## src/rtl/ysyx_22040000_lsu_pkg.sv

```systemverilog
// Shared types and helpers for the load/store unit: access sizes, FSM states
// and the per-size byte mask used by the lane alignment logic.
package ysyx_22040000_lsu_pkg;

  typedef enum logic [1:0] {
    SZ_B = 2'd0,
    SZ_H = 2'd1,
    SZ_W = 2'd2
  } size_e;

  localparam logic [1:0] SZ_ILLEGAL = 2'd3;

  typedef enum logic [1:0] {
    IDLE  = 2'd0,
    BEAT0 = 2'd1,
    BEAT1 = 2'd2,
    RESP  = 2'd3
  } state_e;

  function automatic logic [3:0] size_mask(input logic [1:0] size);
    case (size)
      SZ_B:    return 4'h1;
      SZ_H:    return 4'h3;
      SZ_W:    return 4'hF;
      default: return 4'h0;
    endcase
  endfunction

endpackage

```

## src/rtl/ysyx_22040000_lsu_align.sv

```systemverilog
// Combinational lane alignment: positions store data/mask across two words and
// extracts plus extends load data from the two captured read words.
module ysyx_22040000_lsu_align
  import ysyx_22040000_lsu_pkg::*;
(
  input  logic [1:0]  off,
  input  logic [1:0]  size,
  input  logic        uns,
  input  logic [31:0] wdata,
  input  logic [63:0] rbuf,
  output logic [7:0]  mask8,
  output logic [63:0] data64,
  output logic [31:0] rdata
);

  logic [5:0]  sh;
  logic [31:0] raw;

  function automatic logic [31:0] extend(input logic [31:0] r, input logic [1:0] sz,
                                         input logic u);
    logic signed [7:0]  b;
    logic signed [15:0] h;
    b = r[7:0];
    h = r[15:0];
    case (sz)
      SZ_B:    return u ? {24'b0, r[7:0]}  : 32'(b);
      SZ_H:    return u ? {16'b0, r[15:0]} : 32'(h);
      SZ_W:    return r;
      default: return 32'b0;
    endcase
  endfunction

  assign sh     = {off, 3'b000};
  assign mask8  = {4'b0000, size_mask(size)} << off;
  assign data64 = {32'b0, wdata} << sh;
  // Only the low word survives: bytes beyond the access size are dropped by extend().
  assign raw    = 32'(rbuf >> sh);
  assign rdata  = extend(raw, size, uns);

endmodule

```

## src/rtl/ysyx_22040000_lsu.sv

```systemverilog
// Load/store unit in front of a word-organised memory with async read and
// byte-enable sync write; splits word-crossing accesses into two beats.
module ysyx_22040000_lsu
  import ysyx_22040000_lsu_pkg::*;
#(
  parameter int AWIDTH = 10,
  parameter int DWIDTH = 32
) (
  input  logic              clk,
  input  logic              rst_n,
  input  logic              req_valid,
  output logic              req_ready,
  input  logic              req_we,
  input  logic [1:0]        req_size,
  input  logic              req_unsigned,
  input  logic [AWIDTH+1:0] req_addr,
  input  logic [DWIDTH-1:0] req_wdata,
  output logic              resp_valid,
  input  logic              resp_ready,
  output logic [DWIDTH-1:0] resp_rdata,
  output logic              resp_err,
  output logic [AWIDTH-1:0] mem_raddr,
  output logic [AWIDTH-1:0] mem_waddr,
  output logic [3:0]        mem_wbe,
  output logic [DWIDTH-1:0] mem_wdata,
  input  logic [DWIDTH-1:0] mem_rdata
);

  generate
    if (DWIDTH != 32) begin : g_bad_dwidth
      $error("ysyx_22040000_lsu supports DWIDTH == 32 only");
    end
  endgenerate

  state_e              state, state_nxt;
  logic                accept;
  logic                we_q, uns_q;
  logic [1:0]          size_q;
  logic [AWIDTH+1:0]   addr_q;
  logic [31:0]         wdata_q, buf0, buf1;
  logic [AWIDTH-1:0]   w0, w1;
  logic [7:0]          mask8;
  logic [63:0]         data64;
  logic [31:0]         ld_data;
  logic                split;

  assign accept = req_valid & req_ready;
  assign w0     = addr_q[AWIDTH+1:2];
  assign w1     = w0 + AWIDTH'(1);
  assign split  = |mask8[7:4];

  ysyx_22040000_lsu_align u_align (
    .off   (addr_q[1:0]),
    .size  (size_q),
    .uns   (uns_q),
    .wdata (wdata_q),
    .rbuf  ({buf1, buf0}),
    .mask8 (mask8),
    .data64(data64),
    .rdata (ld_data)
  );

  always_ff @(posedge clk or negedge rst_n) begin
    if (!rst_n) state <= IDLE;
    else        state <= state_nxt;
  end

  // Request latch and read buffers carry data only; the FSM qualifies their use.
  always_ff @(posedge clk) begin
    if (accept) begin
      we_q    <= req_we;
      size_q  <= req_size;
      uns_q   <= req_unsigned;
      addr_q  <= req_addr;
      wdata_q <= req_wdata;
    end
    if (state == BEAT0 && !we_q) buf0 <= mem_rdata;
    if (state == BEAT1 && !we_q) buf1 <= mem_rdata;
  end

  always_comb begin
    state_nxt  = state;
    req_ready  = 1'b0;
    resp_valid = 1'b0;
    mem_raddr  = '0;
    mem_waddr  = '0;
    mem_wbe    = 4'b0000;
    mem_wdata  = '0;
    case (state)
      IDLE: begin
        req_ready = 1'b1;
        if (req_valid) state_nxt = (req_size == SZ_ILLEGAL) ? RESP : BEAT0;
      end
      BEAT0: begin
        mem_raddr = w0;
        mem_waddr = w0;
        if (we_q) begin
          mem_wbe   = mask8[3:0];
          mem_wdata = data64[31:0];
        end
        state_nxt = split ? BEAT1 : RESP;
      end
      BEAT1: begin
        mem_raddr = w1;
        mem_waddr = w1;
        if (we_q) begin
          mem_wbe   = mask8[7:4];
          mem_wdata = data64[63:32];
        end
        state_nxt = RESP;
      end
      RESP: begin
        resp_valid = 1'b1;
        if (resp_ready) state_nxt = IDLE;
      end
      default: state_nxt = IDLE;
    endcase
  end

  assign resp_err   = (state == RESP) && (size_q == SZ_ILLEGAL);
  assign resp_rdata = ((state == RESP) && !we_q && !resp_err) ? ld_data : '0;

endmodule

```

## config.mk

```make
export PLATFORM = sky130hd
export DESIGN_NAME = ysyx_22040000_lsu
export DESIGN_NICKNAME = d
export VERILOG_FILES = /design/src/rtl/ysyx_22040000_lsu_pkg.sv /design/src/rtl/ysyx_22040000_lsu_align.sv /design/src/rtl/ysyx_22040000_lsu.sv
export SDC_FILE = /design/constraint.sdc
export NUM_CORES = 1
export LEC_CHECK = 0
export BUFFER_PORTS_ARGS = -buffer_cell sky130_fd_sc_hd__buf_2
export CAP_MARGIN = 0
export CORE_ASPECT_RATIO = 1.1
export CORE_MARGIN = 8
export CORE_UTILIZATION = 56
export CTS_CLUSTER_DIAMETER = 150
export CTS_CLUSTER_SIZE = 10
export DETAILED_ROUTE_END_ITERATION = 12
export PLACE_DENSITY = 0.94
export SLEW_MARGIN = 20
export SYNTH_ARGS = -nofsm -noshare
export SYNTH_HDL_FRONTEND = slang
export SYNTH_SLANG_ARGS = --single-unit
```

## constraint.sdc

```tcl
create_clock -name clk -period 9.4 [get_ports clk]
set_input_delay 0.47 -clock clk [delete_from_list [all_inputs] [get_ports clk]]
set_output_delay 0.47 -clock clk [all_outputs]
set_load 0.005 [all_outputs]
```

==> metrics.txt <==
status=finished, final reports clean; clk_lat worst skew=0.34 ns; via/cell ratio=5.91; postcts setup bufs=0; Setup crit end kind=output port; initial drt markers=377; Place WS=6.35 ns; RSZ-0062 raised after global routing=false; HP Start=req_wdata[22]; Worst Setup Path Type=flop to output port; Slew @ Worst Pin=0.966 ns; die area=0.0139 mm²; Pre-Repair DR Iteration Count=5; post-synth top area cell=edfxtp_1; crit-path max FO=17; skew final=0.00682 ns; Main synth FF type=edfxtp_1; maximum vdd drop=0.182 mV; cells along the critical path=inv_1 > ha_1 > nor2b_1 > a22o_1 > nand2b_1 > a21oi_1 > buf_2; dpl hpwl=11000 µm; global route overflow=0; Hold Path Depth=1; Initial Util=56.8%; Slew headroom=35.6%; synthesized net count=603; Setup TNS=0 ns; Max Cap Viol=0; Pwr Density=233 mW/mm²; worst r2r path cells=4; DRC=0; Lkg Pwr=2.90 nW; Clock Sinks=106; crit-path leading delay family=simple AND/OR/NAND/NOR gates; clk root buf=clkbuf_16; Async S/R FF share, synth=1.89%; CTS tree=built; Post-Syn Area=0.00582 mm²; antenna-violating nets left=0; Hold Path Class=primary input to flop; Total GRT Usage=21.4%; Synth Register Bits=106; H-tree Lvls=3; Final Max Tran Viols=0; final worst setup slack=6.14 ns; Ant. Diodes=0; Netlist cell types=45; CTS Buf Count=9; layout overhead on the synthesized area=19.2%; WL final=14800 µm; Req. time, crit path=8.93 ns; Hold Fails Final Rpt=0; share of cells above drive strength 1=38.0%; Startpoint Class=flop; row count=39; Max Root-Sink Buffers=2; first-pass GRT wire length=23300 µm; die span in x=113 µm; GPL Wtd Cong=0.878; Sequential Area=0.00317 mm²; Commonest cells post-synth=edfxtp_1, a21oi_1, nor2_1, nand2_1, mux2_2; vias in the first global route=4719; Reg2Reg Launch Point=state[1]$_DFFE_PN0P_; R2R Setup Slk=7.35 ns; crit path time final=3.26 ns; cell with the most instances after synthesis=edfxtp_1; vias=4596; initial antenna violation count=0; Arr. time, crit path=2.79 ns; Worst Path Buf+Inv=2; I/O pins=175; largest net degree at the start of global routing=97; Crit-path slowest cell=nor2b_1; # nets final=745; Reg2Reg Capture Point=buf0[16]$_DFFE_PP_; final worst-path cycle share=34.7%; Buffers on Ports=174; Crit path largest cell delay=0.65 ns; sequential area share after synthesis=54.6%; Synth Instances=508; core footprint=0.0102 mm²; fmax=307 MHz; number of flops mapped to enable cells by yosys=104; Hold EP=wdata_q[22]$_DFFE_PP_; # setup viols final=0; Synth Area per Inst=11.4 µm²; Yosys warning count=0; number of fill cells=767; Die Ht=123 µm; Yosys top cell area share=53.7%; top post-synthesis cells by area=edfxtp_1, mux2_2, mux2i_1, a21oi_1, nor2_1; Routed wire per std cell=19.1 µm; multi-input combinational cell area=0.00237 mm²; clock-pin slew on the worst setup and hold paths=0.07 ns
[area by class of cell]
type / count / share of cell area [%]
Tap cell: 123 / 2.22
Clock inverter: 5 / 0.794
Clock buffer: 11 / 3.36
Multi-Input combinational cell: 346 / 34.2
Inverter: 7 / 0.379
Sequential cell: 106 / 45.8
Timing Repair Buffer: 180 / 13.2
[what timing repair did]
action | 4_1_cts | 5_1_grt
hold endpoints to repair | 2 | 0
hold buffers | 1 | 0
resized for setup | 0 | 0
[flip-flops by register name, indices dropped and copies added (netlist names)]
signal and count:
buf0 32, wdata_q 32, buf1 24, addr_q 12, size_q 2, state 2
uns_q 1, we_q 1
[metal layers]
layer  track usage (%)  wire, µm  vias to the layer above
met5                 0         0                        -
met4              9.17       307                        0
met3              4.82      1260                       22
met2              37.5      7290                      253
met1              24.9      5980                     2169
li1                  -         -                     2152
[cell families after synthesis]
kind of cell	share of synthesized area, %
AND/OR/NAND/NOR	11.6
AO/OA/AOI/OAI	13.2
flip-flops	54.6
multiplexers	12.9
buffers and inverters	4.80
adder cells (fa/ha/maj)	2.37
XOR/XNOR	0.603
[through the flow]
step / instance area, µm² / total power [mW] / util (%) / hold WS, ns / instances
after floorplan: 5820 / 1.08 / - / 0.174 / 508
after global placement: 6630 / 1.23 / 64.7 / 0.257 / 761
after detailed placement: 6630 / 1.26 / 64.7 / 0.262 / 761
after CTS: 6930 / 1.63 / 67.6 / 0.286 / 778
after global routing: 6930 / 1.71 / 67.7 / 0.288 / 778
final: 6930 / 1.62 / 67.7 / 0.299 / 778
[how the worst max path moves through the flow]
stage	to	slack, ns	start	cells after the start
2_1_floorplan	buf0[0]$_DFFE_PP_	6.38	state[1]$_DFFE_PN0P_	5
3_3_place_gp	mem_wdata[12]	6.46	state[1]$_DFFE_PN0P_	7
3_5_place_dp	mem_wdata[12]	6.35	state[1]$_DFFE_PN0P_	7
4_1_cts	mem_wdata[12]	5.93	state[1]$_DFFE_PN0P_	7
5_1_grt	resp_rdata[31]	6.01	size_q[1]$_DFFE_PP_	5
6_report	mem_wdata[2]	6.14	state[1]$_DFFE_PN0P_	7
[cells in the final DEF, fill, tap and decap left out, drive strengths merged, types with 9 or more instances in the layout]
cell,instances
buf,179
edfxtp,104
a21oi,45
nor2,45
nand2,40
mux2,34
mux2i,32
o21ai,31
a22oi,13
nand3,12
nor2b,12
ha,11
clkbuf,11
or2,9
[where the power goes]
| part | internal, mW | switching, mW |
|---|---|---|
| logic | 0.229 | 0.363 |
| registers | 0.623 | 0.0396 |
| clock network | 0.206 | 0.157 |
Note: power is estimated with default switching activity, not from simulation.
